`src/rtl/job_ctrl_fsm.sv`:
```
`default_nettype none
// ============================================================================
// Module      : job_ctrl_fsm
// Description : Job-control FSM sitting between a host/sequencer and a
//               datapath engine. A job passes through a timed INIT phase and
//               a RUN phase guarded by an optional watchdog. Engine errors and
//               watchdog expiries are retried up to MAX_RETRY times. The host
//               may abort at any point during INIT/RUN. DONE and ERROR are
//               held until the host acknowledges them.
// Ports       : clk, reset      - clock, synchronous active-high reset
//               start           - job request (IDLE only)
//               done, error     - engine completion / error (RUN only)
//               abort           - host abort (INIT/RUN)
//               ack             - host acknowledge (DONE/ERROR)
//               busy            - INIT or RUN
//               valid           - DONE
//               fault           - ERROR
//               fault_code      - 00 none, 01 error, 10 timeout, 11 abort
//               retry_cnt       - retries consumed by the current job
//               state_o         - current state encoding
// Revision    : 1.0 - initial release
// ============================================================================
module job_ctrl_fsm #(
    parameter int INIT_CYCLES    = 4,
    parameter int TIMEOUT_CYCLES = 256,
    parameter int MAX_RETRY      = 2,
    parameter int CNT_W          = 16
) (
    input  logic       clk,
    input  logic       reset,
    input  logic       start,
    input  logic       done,
    input  logic       error,
    input  logic       abort,
    input  logic       ack,
    output logic       busy,
    output logic       valid,
    output logic       fault,
    output logic [1:0] fault_code,
    output logic [3:0] retry_cnt,
    output logic [2:0] state_o
);

    typedef enum logic [2:0] {
        S_IDLE  = 3'd0,
        S_INIT  = 3'd1,
        S_RUN   = 3'd2,
        S_DONE  = 3'd3,
        S_ERROR = 3'd4
    } state_t;

    localparam logic [1:0] c_CODE_NONE    = 2'b00;
    localparam logic [1:0] c_CODE_ERROR   = 2'b01;
    localparam logic [1:0] c_CODE_TIMEOUT = 2'b10;
    localparam logic [1:0] c_CODE_ABORT   = 2'b11;

    localparam logic [CNT_W-1:0] c_INIT_LAST = CNT_W'(INIT_CYCLES - 1);
    // Guarded so that a disabled watchdog never produces a negative constant.
    localparam logic [CNT_W-1:0] c_TO_LAST   =
        CNT_W'((TIMEOUT_CYCLES == 0) ? 0 : (TIMEOUT_CYCLES - 1));
    localparam bit               c_WD_EN     = (TIMEOUT_CYCLES != 0);
    localparam logic [3:0]       c_MAX_RETRY = 4'(MAX_RETRY);

    state_t           r_state;
    logic [CNT_W-1:0] r_cnt;
    logic [3:0]       r_retry;
    logic [1:0]       r_code;

    logic w_init_last;
    logic w_timeout;
    logic w_can_retry;

    assign w_init_last = (r_cnt == c_INIT_LAST);
    assign w_timeout   = c_WD_EN && (r_cnt == c_TO_LAST);
    assign w_can_retry = (r_retry < c_MAX_RETRY);

    always_ff @(posedge clk) begin
        if (reset) begin
            r_state <= S_IDLE;
            r_cnt   <= '0;
            r_retry <= 4'd0;
            r_code  <= c_CODE_NONE;
        end else begin
            case (r_state)
                S_IDLE: begin
                    r_cnt <= '0;
                    if (start) begin
                        r_state <= S_INIT;
                        r_retry <= 4'd0;
                        r_code  <= c_CODE_NONE;
                    end
                end

                S_INIT: begin
                    if (abort) begin
                        r_state <= S_ERROR;
                        r_code  <= c_CODE_ABORT;
                        r_cnt   <= '0;
                    end else if (w_init_last) begin
                        r_state <= S_RUN;
                        r_cnt   <= '0;
                    end else begin
                        r_cnt <= r_cnt + CNT_W'(1);
                    end
                end

                S_RUN: begin
                    if (abort) begin
                        r_state <= S_ERROR;
                        r_code  <= c_CODE_ABORT;
                        r_cnt   <= '0;
                    end else if (error || (!done && w_timeout)) begin
                        // Error and watchdog expiry share one retry budget;
                        // only the final fault code tells them apart.
                        r_cnt <= '0;
                        if (w_can_retry) begin
                            r_state <= S_INIT;
                            r_retry <= r_retry + 4'd1;
                        end else begin
                            r_state <= S_ERROR;
                            r_code  <= error ? c_CODE_ERROR : c_CODE_TIMEOUT;
                        end
                    end else if (done) begin
                        r_state <= S_DONE;
                        r_cnt   <= '0;
                    end else begin
                        r_cnt <= r_cnt + CNT_W'(1);
                    end
                end

                S_DONE: begin
                    if (ack) begin
                        r_state <= S_IDLE;
                    end
                end

                S_ERROR: begin
                    // fault_code is kept after ack; the next start clears it.
                    if (ack) begin
                        r_state <= S_IDLE;
                    end
                end

                default: begin
                    r_state <= S_IDLE;
                    r_cnt   <= '0;
                end
            endcase
        end
    end

    assign busy       = (r_state == S_INIT) || (r_state == S_RUN);
    assign valid      = (r_state == S_DONE);
    assign fault      = (r_state == S_ERROR);
    assign fault_code = r_code;
    assign retry_cnt  = r_retry;
    assign state_o    = r_state;

endmodule
`default_nettype wire

```
`config.mk`:
```
export PLATFORM = sky130hd
export DESIGN_NAME = job_ctrl_fsm
export DESIGN_NICKNAME = d
export VERILOG_FILES = /design/src/rtl/job_ctrl_fsm.sv
export SDC_FILE = /design/constraint.sdc
export NUM_CORES = 1
export LEC_CHECK = 0
export BUFFER_PORTS_ARGS = -buffer_cell sky130_fd_sc_hd__buf_2
export CORE_UTILIZATION = 61
export DETAILED_ROUTE_END_ITERATION = 8
export GPL_ROUTABILITY_DRIVEN = 1
export GPL_TIMING_DRIVEN = 0
export PLACE_DENSITY = 0.92
export SYNTH_ARGS = -nofsm -noshare
export SYNTH_HDL_FRONTEND = slang
export SYNTH_SLANG_ARGS = --single-unit
```
`constraint.sdc`:
```
create_clock -name clk -period 5.54 [get_ports clk]
set_input_delay 0.831 -clock clk [delete_from_list [all_inputs] [get_ports clk]]
set_output_delay 0.831 -clock clk [all_outputs]
set_load 0.005 [all_outputs]
```
==> summary.txt, run 1 <==
Detailed routing
  • Antenna Violating Nets Remaining: 0
  • Vias: approximately 1400
  • # DRC: 0
  • Wire length per cell: 15.4 um
  • First-pass iteration count of the detailed router: 4
  • DR iter-0 viols: 46
  • Vias per inst: 6.47
  • Final WL: between 3000 and 4000 um

Synthesis
  • Post-synthesis area per instance: a little under 9 um2
  • Sequential cell area fraction in the yosys report: around 33%
  • Post-synthesis compound-gate area fraction: approximately 27%
  • Top cell type's share of synthesized area: approximately 33%
  • Mux contribution to synthesized area: less than 1%
  • Largest family of logic cells by synthesized area: simple AND/OR/NAND/NOR gates
  • Synth top cells by count: 25 x dfxtp_1, 12 x a21oi_1, 12 x nand2_1, 12 x nor2_1, 9 x o21ai_0
  • Synthesized flop and latch total: 25
  • Synth Instances: 173
  • Async SR Flop Fraction: 0%
  • Number of distinct library cells after synthesis: between 50 and 60
  • Post-Synth Simple-Gate Area: 30.3%
  • Ys flop type: dfxtp_1
  • Synth Warn #: 0
  • Area contributors post-synth: dfxtp_1 33%, a22o_1 4.1%, a21oi_1 4.0%
  • Area leader, netlist: dfxtp_1
  • Most common cell in the netlist: dfxtp_1
  • Synth Net Count: approximately 180
  • Number of synthesized flops with an enable pin: 0
  • Post-synthesis xor/xnor area fraction: approximately 2.9%
  • Mapped Area: 1500 um2
  • Synth Area in Adders: 1.67%

Timing
  • Post-Route Skew: approximately 0.0026 ns
  • Worst Tran Pin Value: roughly 0.64 ns
  • Rel. slew slack: roughly 58%
  • Period utilization: 45.5%
  • Hold Fails Final Rpt: 0
  • Hold_ws: between 0.4 and 0.5 ns
  • RSZ-0062 raised after global routing: no
  • Worst setup margin: between 3 and 4 ns
  • FMAX: between 300 and 400 MHz
  • Final setup violation count: 0
  • Fin. max-slew vios: 0
  • Setup TNS: 0 ns
  • Period minus WS final: between 2 and 3 ns

Global route
  • Global-route wire length before repair: around 5700 um
  • GRT Residual Overflow: 0
  • Total track usage: 28.9%
  • Initial antenna violation count: 0
  • Vias in the first global route: between 1000 and 1500
  • Largest net degree at the start of global routing: 14

Placed design
  • Placed Area: 1630 um2
  • DPL Wire Length: 2600 um
  • Pre-CTS WS: about 2.7 ns
  • Final Wtd Congestion: approximately 0.95
  • I/O Buffers: 18

Clocking
  • Clk pin slew, worst setup/hold paths: roughly 0.13 ns
  • CTS Buf Count: 3
  • TritonCTS Sinks: 25
  • Gates resized, CTS repair: 0
  • Clock root cell: clkbuf_4
  • CTS tree: yes
  • H-tree levels: 1
  • Setup bufs post-CTS: 0
  • Later-pin clock latency in the skew report: around 0.32 ns
  • Hold_buf cts: 0
  • Clock Tree Buf Depth: 2

Job
  • Max_cap viols: 0

Power
  • VDD IR max: roughly 0.38 mV
  • Power Dens Cells: 304 nW/um2
  • Pleak: roughly 0.68 nW

Die
  • Die W: ~52 um
  • Core area: between 2000 and 2500 um2
  • Die Span Y: approximately 52 um
  • # rows: 17
  • DIE AREA: around 2700 um2
  • # IOs: 19
  • Starting Density: about 66%

Critical path
  • WP data arrival: approximately 2.8 ns
  • Max Fanout on Critical Path: 8
  • Setup crit end kind: flip-flop
  • Worst setup path class: in2reg
  • Critical Path Start Type: input port
  • Worst EP required: between 5 and 6 ns

Finish
  • Share of layout cells above drive strength 1: between 10% and 20%
  • Area growth from synthesis to layout: 10.1%
  • Fill cell count: approximately 180
  • Post-layout util: around 73%
  • ANT cells: 0
  • Fin area: 1650 um2
  • NumNets Final: 205

Run status
  • Status: finished, final reports clean

Hold path
  • Hold Crit Class: reg2reg
-- where the power goes --
part	leakage (nW)	total (mW)	switching, mW	internal, mW
combinational	0.466	0.207	0.120	0.0876
sequential	0.202	0.212	0.0156	0.196
clock	0.0150	0.0836	0.0554	0.0282
total	0.683	0.503	0.191	0.312
-- critical path, stage by stage --
cell and delay, ns:
buf_2 0.14, or4b_4 0.52, or3_1 0.33, o22ai_1 0.51
nor2_1 0.11, o221a_2 0.30
-- sequential cells by signal, indices dropped and copies added, names as in the netlist --
signal      flops
retry_cnt       4
state_o         3
fault_code      2
r_cnt          16
-- layout by cell type (no fill, tap or decap), types with 3 or more instances in the layout --
cell type   n
nor2_1     12
nand2b_1    8
inv_1       3
nand3_1     4
clkbuf_4    3
and3_1      5
clkbuf_1    4
a31oi_1     7
a21o_1      3
buf_2      19
nand2_1    12
o21ai_0     9
nand4_1     3
xor2_1      3
a22o_1      7
or3_1       4
dfxtp_1    25
and2_1      3
a21oi_1    12
nor3_1      5
-- final timing paths --
check,startpoint,to,slack (ns),cells past startpoint
min,fault_code[0]$_SDFFE_PP0P_,fault_code[0]$_SDFFE_PP0P_,0.47,2
min reg2reg,fault_code[0]$_SDFFE_PP0P_,fault_code[0]$_SDFFE_PP0P_,0.47,2
max,abort,state_o[1]$_SDFFE_PP0P_,3.02,6
max reg2reg,state_o[2]$_SDFFE_PP0P_,state_o[1]$_SDFFE_PP0P_,3.20,5
-- final cells by class --
class | instances | area [um2] | share of cell area, %
flip-flops and latches | 25 | 500 | 30.3
clock buffers | 4 | 26.3 | 1.59
inverters | 3 | 11.3 | 0.681
plain buffers | 7 | 53.8 | 3.25
multi-input cells | 138 | 937 | 56.7
repair buffers | 18 | 90.1 | 5.45
well taps | 28 | 35.0 | 2.12
-- cells by family after synthesis --
logic type / Yosys count
XOR/XNOR: 5
buffers and inverters: 10
flip-flops: 25
AO/OA/AOI/OAI: 56
AND/OR/NAND/NOR: 74
adder cells (fa/ha/maj): 2
multiplexers: 1
-- metal layers --
metal	wire length, um	part of all wire, %	global-route usage, %	vias up
met4	72	2.1	14.9	0
li1	-	-	-	710
met1	1620	47	37.7	676
met5	0	0	0	-
met3	172	5.0	3.80	7
met2	1580	46	46.3	49
-- through the flow --
step | total power, mW | cells
6_report | 0.503 | 223
5_1_grt | 0.530 | 223
4_1_cts | 0.500 | 223
3_5_place_dp | 0.418 | 219
3_3_place_gp | 0.406 | 219
2_1_floorplan | 0.358 | 173
No activity file was read; power rests on OpenSTA's default activity.
==> inputs of run 2 (changes only) <==
--- a/config.mk
+++ b/config.mk
@@ -5,12 +5,13 @@
 export SDC_FILE = /design/constraint.sdc
 export NUM_CORES = 1
 export LEC_CHECK = 0
+export ABC_AREA = 1
 export BUFFER_PORTS_ARGS = -buffer_cell sky130_fd_sc_hd__buf_2
-export CORE_UTILIZATION = 61
+export CORE_UTILIZATION = 52
 export DETAILED_ROUTE_END_ITERATION = 8
 export GPL_ROUTABILITY_DRIVEN = 1
 export GPL_TIMING_DRIVEN = 0
-export PLACE_DENSITY = 0.92
+export PLACE_DENSITY = 0.84
 export SYNTH_ARGS = -nofsm -noshare
 export SYNTH_HDL_FRONTEND = slang
 export SYNTH_SLANG_ARGS = --single-unit
==> constraint.sdc (replaced) <==
create_clock -name clk -period 2.16 [get_ports clk]
set_input_delay 0.324 -clock clk [delete_from_list [all_inputs] [get_ports clk]]
set_output_delay 0.324 -clock clk [all_outputs]
set_load 0.005 [all_outputs]
==> run 2 against run 1 <==
- the flow now finishes with violations (DRC)
- design area increased by 6.5%
- flip-flop and latch count stayed put
- via count up 7.1%
- sequential power grew to 2.7 times the previous value
- register-to-register slack lost 2.8 ns
- largest power group is now combinational logic
==> summary.txt, run 2 <==
Run status
  • Status: finished, violations left
  • Failing checks: DRC

Clocking
  • Clock Tree Buf Depth: 2 (unchanged)
  • CTS tree: yes
  • H-tree levels: 1 (unchanged)
  • Setup bufs post-CTS: 0 (unchanged)
  • TritonCTS Sinks: 25 (unchanged)
  • Later-pin clock latency in the skew report: 0.32 ns (about the same)
  • Clk pin slew, worst setup/hold paths: 0.14 ns (about the same)
  • Clock root cell: clkbuf_4
  • CTS Buf Count: 3 (unchanged)
  • Gates resized, CTS repair: 0 (unchanged)
  • Hold_buf cts: 0 (unchanged)

Synthesis
  • Synth Instances: 244 (+41%)
  • Area leader, netlist: dfxtp_1
  • Sequential cell area fraction in the yosys report: 31.2% (-2.1 points)
  • Synth top cells by count: 66 x nand2_1, 25 x dfxtp_1, 25 x inv_1
  • Top cell type's share of synthesized area: 31.2% (-2.1 points)
  • Number of distinct library cells after synthesis: 29 (-43%)
  • Number of synthesized flops with an enable pin: 0 (unchanged)
  • Post-synthesis area per instance: 6.58 um2 (-24%)
  • Mapped Area: 1610 um2 (+6.8%)
  • Ys flop type: dfxtp_1
  • Synth Net Count: 253 (+39%)
  • Area contributors post-synth: dfxtp_1 31%, nand2_1 15%, a21oi_1 6.5%
  • Synth Warn #: 0 (unchanged)
  • Most common cell in the netlist: nand2_1
  • Synthesized flop and latch total: 25 (unchanged)
  • Async SR Flop Fraction: 0% (unchanged)

Critical path
  • Worst EP required: 2.40 ns (-3.37 ns)
  • Setup crit end kind: flip-flop
  • Max Fanout on Critical Path: 10 (+2)
  • Worst setup path class: reg2reg
  • CP max-delay cell: dfxtp_1
  • WP data arrival: 1.97 ns (-0.78 ns)
  • Worst path cell trace: ha_1, nand2_1, inv_1, nand2_2, nor2_4, nand2_1, nand4_2, nand2_4, buf_6, o211ai_2, inv_1
  • Slowest stage delay, CP: 0.42 ns (-0.10 ns)
  • Critical Path Start Type: flip-flop

Timing
  • Worst setup margin: 0.428 ns (-2.59 ns)
  • RSZ-0062 raised after global routing: no
  • Fin. max-slew vios: 0 (unchanged)
  • Final setup violation count: 0 (unchanged)
  • Setup TNS: 0 ns (unchanged)
  • Period minus WS final: roughly 1.7 ns
  • Worst Tran Pin Value: 0.499 ns (-0.137 ns)
  • FMAX: ~580 MHz
  • Rel. slew slack: 66.7% (+9.2 points)
  • Period utilization: 80.2%
  • Hold Fails Final Rpt: 0 (unchanged)
  • Post-Route Skew: 0.00386 ns (+0.00125 ns)
  • Hold_ws: 0.211 ns (-0.262 ns)

Detailed routing
  • DR iter-0 viols: 51 (+11%)
  • Vias: 1545 (+7.1%)
  • # DRC: 1 (+1)
  • First-pass iteration count of the detailed router: 6 (+2)
  • Wire length per cell: 11.1 um (-28%)
  • Final WL: 3280 um (-4.6%)
  • Vias per inst: 5.20 (-20%)
  • Antenna Violating Nets Remaining: 0 (unchanged)

Die
  • DIE AREA: 3310 um2 (+24%)
  • Die W: 57.6 um (+11%)
  • Die Span Y: 57.6 um (+11%)
  • Starting Density: 56.7% (-9.3 points)
  • Core area: 2830 um2 (+24%)
  • # IOs: 19 (unchanged)
  • # rows: 19 (+2)

Finish
  • Area growth from synthesis to layout: 9.74%
  • NumNets Final: 276 (+35%)
  • Sequential Area: 500 um2 (unchanged)
  • ANT cells: 0 (unchanged)
  • Post-layout util: 62.3% (-10 points)
  • Fill cell count: 268 (+46%)
  • Commonest non-fill, non-tap cell in the layout: nand2_1
  • Largest register FFs: 16 (unchanged)
  • Most frequent cells in the layout: 66 x nand2_1, 25 x inv_1, 25 x dfxtp_1
  • Fin area: 1760 um2 (+6.5%)
  • Share of layout cells above drive strength 1: 20.7% (+1.7 points)
  • Reg with most FFs: r_cnt
  • Multi-input combinational cell area: 970 um2 (+3.5%)

Placed design
  • Placed Area: 1730 um2 (+6.5%)
  • Pre-CTS WS: 0.432 ns (-2.27 ns)
  • Final Wtd Congestion: 0.884 (-6.8%)
  • I/O Buffers: 18 (unchanged)
  • DPL Wire Length: 2570 um (-1.2%)

Global route
  • Vias in the first global route: 1289 (-0.62%)
  • Global-route wire length before repair: 5580 um (-1.6%)
  • Total track usage: 21.4% (-7.5 points)
  • Initial antenna violation count: 0 (unchanged)
  • GRT Residual Overflow: 0 (unchanged)
  • Largest net degree at the start of global routing: 15 (+1)

Power
  • Power Dens Cells: 826 nW/um2 (+170%)
  • VDD IR max: 0.818 mV (+120%)
  • Pleak: 0.764 nW (+12%)

Hold path
  • Hold Crit Class: in2reg

Job
  • Max_cap viols: 0 (unchanged)
[run 2: changes by cell type after synthesis, moves of 8 or more]
cell	change
nand3_1	+16
a21oi_1	+9
nor2_1	+12
nand2b_1	-8
inv_1	+22
nand2_1	+54
[run 2: final timing paths]
kind	depth (start not counted)	slack, ns	end	startpoint
min reg2reg	2	0.47	retry_cnt[3]$_SDFFE_PP0P_	retry_cnt[3]$_SDFFE_PP0P_
max reg2reg	11	0.43	r_cnt[0]$_SDFFE_PP0P_	r_cnt[0]$_SDFFE_PP0P_
max	11	0.43	r_cnt[0]$_SDFFE_PP0P_	r_cnt[0]$_SDFFE_PP0P_
min	2	0.21	state_o[0]$_SDFFE_PP0P_	reset
[run 2: power breakdown]
part           internal, mW  switching (mW)  total, mW  leakage [nW]
Combinational         0.245           0.413      0.658         0.543
Sequential            0.521          0.0552      0.576         0.203
Clock                0.0694           0.150      0.220        0.0177
[run 2: critical path, delay by kind of cell (launching register included)]
family	cells	cell delay, ns
simple gates	6	0.58
flops	1	0.42
buf+inv	3	0.29
fa+ha+maj	1	0.21
compound gates	1	0.13
[run 2: kinds of logic after synthesis]
group / Yosys count / synth area share, %
buf+inv: 34 / 8.42
compound gates: 31 / 10.8
fa+ha+maj: 2 / 1.56
xor+xnor: 4 / 2.18
flops: 25 / 31.2
simple gates: 148 / 45.9
[run 2: layout make-up]
type | instances | share of cell area (%)
tap | 31 | 2.20
inverter | 30 | 6.39
clock buffer | 3 | 1.28
multi-input combinational | 185 | 55.0
buffer | 4 | 1.28
sequential | 25 | 28.4
clock inverter | 1 | 0.284
timing repair buffer | 18 | 5.11
[run 2: stage by stage]
stage | cells | total power [mW]
floorplan | 244 | 1.06
global placement | 293 | 1.23
detailed placement | 293 | 1.24
CTS | 297 | 1.45
global route | 297 | 1.59
finish | 297 | 1.45
[run 2: metal layers]
metal	share of wire (%)	routed length, um	global-route usage (%)
met3	3.7	123	2.04
met1	52	1720	33.1
met5	0	0	0
met4	1.1	37	6.27
met2	43	1400	31.1
==> inputs of run 3 (changes only) <==
--- a/config.mk
+++ b/config.mk
@@ -7,11 +7,11 @@
 export LEC_CHECK = 0
 export ABC_AREA = 1
 export BUFFER_PORTS_ARGS = -buffer_cell sky130_fd_sc_hd__buf_2
-export CORE_UTILIZATION = 52
+export CORE_UTILIZATION = 57
 export DETAILED_ROUTE_END_ITERATION = 8
 export GPL_ROUTABILITY_DRIVEN = 1
 export GPL_TIMING_DRIVEN = 0
-export PLACE_DENSITY = 0.84
+export PLACE_DENSITY = 0.87
 export SYNTH_ARGS = -nofsm -noshare
 export SYNTH_HDL_FRONTEND = slang
 export SYNTH_SLANG_ARGS = --single-unit
==> constraint.sdc (replaced) <==
create_clock -name clk -period 1.6 [get_ports clk]
set_input_delay 0.24 -clock clk [delete_from_list [all_inputs] [get_ports clk]]
set_output_delay 0.24 -clock clk [all_outputs]
set_load 0.005 [all_outputs]
==> run 3 against run 2 <==
- the run ends with setup timing left
- clock power grew 35%
- largest cell class unchanged
- critical path depth fell by 1
- non-clock buffer count rose by 9
==> summary.txt, run 3 (same netlist as run 2, synthesis figures left out) <==
Timing
  • Worst Tran Pin Value: 0.550 ns (+0.0509 ns)
  • Hold Fails Final Rpt: 0 (unchanged)
  • Fin. max-slew vios: 0 (unchanged)
  • Period utilization: 102% (+21 points)
  • RSZ-0062 raised after global routing: yes
  • Period minus WS final: 1.63 ns (-0.107 ns)
  • Final setup violation count: 2 (+2)
  • Worst setup margin: -0.0257 ns (-0.453 ns)
  • Rel. slew slack: 63.3% (-3.4 points)
  • FMAX: 615 MHz (+6.6%)
  • Post-Route Skew: 0.00710 ns (+0.00324 ns)

Critical path
  • Delay-heaviest family, CP: simple AND/OR/NAND/NOR gates
  • Worst setup path class: reg2reg
  • Critical Path Start Type: flip-flop
  • WP data arrival: 1.86 ns (-0.11 ns)
  • Setup crit end kind: flip-flop
  • Worst path cell trace: nand2_2, inv_2, nand2_2, nor2_4, nand2_2, nand4_4, nand2_4, buf_8, o211ai_2, inv_1
  • CP Buf/Inv Count: 3 (unchanged)
  • CP dominant cell by count: nand2_2
  • Max Fanout on Critical Path: 10 (unchanged)
  • Worst EP required: 1.83 ns (-0.57 ns)
  • Slowest stage delay, CP: 0.47 ns (+0.05 ns)
  • CP max-delay cell: dfxtp_1

Clocking
  • Hold_buf cts: 0 (unchanged)
  • TritonCTS Sinks: 25 (unchanged)
  • Clock root cell: clkbuf_4
  • CTS tree: yes
  • Clk pin slew, worst setup/hold paths: 0.13 ns (about the same)
  • H-tree levels: 1 (unchanged)
  • Later-pin clock latency in the skew report: 0.33 ns (about the same)
  • Clock Tree Buf Depth: 2 (unchanged)
  • CTS Buf Count: 3 (unchanged)

Finish
  • Fin area: 1940 um2 (+10%)
  • Share of layout cells above drive strength 1: 32.4% (+12 points)
  • Post-layout util: 75.7% (+13 points)
  • Reg with most FFs: r_cnt
  • Most frequent cells in the layout: 57 x nand2_1, 24 x inv_1, 20 x a21oi_1
  • ANT cells: 0 (unchanged)
  • Area growth from synthesis to layout: 21.1%
  • Final non-filler cell total: 305 (+2.7%)
  • Fill cell count: 201 (-25%)
  • NumNets Final: 285 (+3.3%)
  • Commonest non-fill, non-tap cell in the layout: nand2_1
  • Largest register FFs: 16 (unchanged)

Power
  • VDD IR max: 1.38 mV (+68%)
  • Total Power: 2.16 mW (+48%)
  • Power Dens Cells: 1110 nW/um2 (+34%)
  • Pleak: 0.829 nW (+8.5%)

Placed design
  • Placed Area: 1730 um2 (about the same)
  • DPL Wire Length: 2650 um (+3.1%)
  • Final Wtd Congestion: 0.855 (-3.3%)
  • Dpl cells: 292 (-0.34%)
  • I/O Buffers: 18 (unchanged)

Detailed routing
  • First-pass iteration count of the detailed router: 4 (-2)
  • Wire length per cell: 13.2 um (+19%)
  • Vias: 1672 (+8.2%)
  • Antenna Violating Nets Remaining: 0 (unchanged)
  • Vias per inst: 5.48 (+5.4%)
  • # DRC: 0 (-1)
  • Final WL: 4030 um (+23%)
  • DR iter-0 viols: 65 (+27%)

Die
  • Die W: 55.1 um (-4.3%)
  • Starting Density: 62.5% (+5.8 points)
  • DIE AREA: 3030 um2 (-8.5%)
  • # IOs: 19 (unchanged)
  • Die Span Y: 55.1 um (-4.3%)
  • # rows: 18 (-1)
  • Core area: 2570 um2 (-9.2%)

Global route
  • GRT Residual Overflow: 0 (unchanged)
  • Largest net degree at the start of global routing: 14 (-1)
  • Initial antenna violation count: 0 (unchanged)
  • Met1 Use GR: 35.4% (+2.3 points)
  • Met3 Resource Use GR: 5.74% (+3.7 points)
  • Gr busiest metal: met2
  • Global-route wire length before repair: 5510 um (-1.2%)
  • Total track usage: 25.6% (+4.3 points)
  • Met2 usage: 39.6% (+8.5 points)
  • Vias in the first global route: 1250 (-3.0%)

Hold path
  • Hold Crit Class: in2reg

Run status
  • Failing checks: setup timing
  • Status: finished, violations left

Job
  • Max_cap viols: 0 (unchanged)
-- run 3: changes by cell type in the layout (fill, tap and decap cells not counted), sizes merged --
cell,delta
buf,+9
clkinv,-1
clkbuf,+1
-- run 3: report_power, final --
part	total, mW	switching (mW)	leakage [nW]	internal, mW
sequential	0.788	0.0781	0.205	0.710
clock	0.296	0.198	0.0150	0.0979
combinational	1.07	0.658	0.609	0.417
total	2.16	0.934	0.829	1.22
-- run 3: path summary, 6_finish.rpt --
kind	startpoint	to	slack (ns)	depth (start not counted)
setup / recovery	r_cnt[4]$_SDFFE_PP0P_	r_cnt[0]$_SDFFE_PP0P_	-0.03	10
hold / removal	reset	state_o[1]$_SDFFE_PP0P_	0.1	2
setup reg to reg	r_cnt[4]$_SDFFE_PP0P_	r_cnt[0]$_SDFFE_PP0P_	-0.03	10
hold reg to reg	retry_cnt[3]$_SDFFE_PP0P_	retry_cnt[3]$_SDFFE_PP0P_	0.47	2
-- run 3: repair_timing --
action | CTS | global route
setup endpoints to repair | 19 | 26
buffers inserted | 5 | 4
resized for setup | 5 | 31
pin swaps | 2 | 12
-- run 3: worst reg2reg max path, delay by kind of cell (launching register included) --
kind | cells | cell delay, ns
and+or+nand+nor | 6 | 0.58
DFF | 1 | 0.47
buffers and inverters | 3 | 0.32
AOI/OAI and AO/OA | 1 | 0.16
-- run 3: metrics by stage --
step                      worst slack (ns)  TNS (ns)  hold slack, ns
after floorplan                     0.0667         0           0.309
after global placement             -0.0705    -0.406           0.442
after detailed placement            -0.149     -1.45           0.449
after CTS                          0.00675         0           0.108
after global routing                -0.148     -1.67           0.103
final                              -0.0257   -0.0259          0.0994
-- run 3: layout make-up --
class / count / area [um2] / area share [%]
buffer: 4 / 26.3 / 1.35
clock buffer: 4 / 26.3 / 1.35
inverter: 30 / 113 / 5.79
multi-input combinational: 185 / 1070 / 55.0
sequential: 25 / 508 / 26.1
tap: 30 / 37.5 / 1.93
timing repair buffer: 27 / 165 / 8.49
-- run 3: layer usage --
metal | wire, um | vias up
li1 | - | 851
met1 | 1810 | 761
met2 | 1910 | 52
met3 | 229 | 8
met4 | 79 | 0
met5 | 0 | -
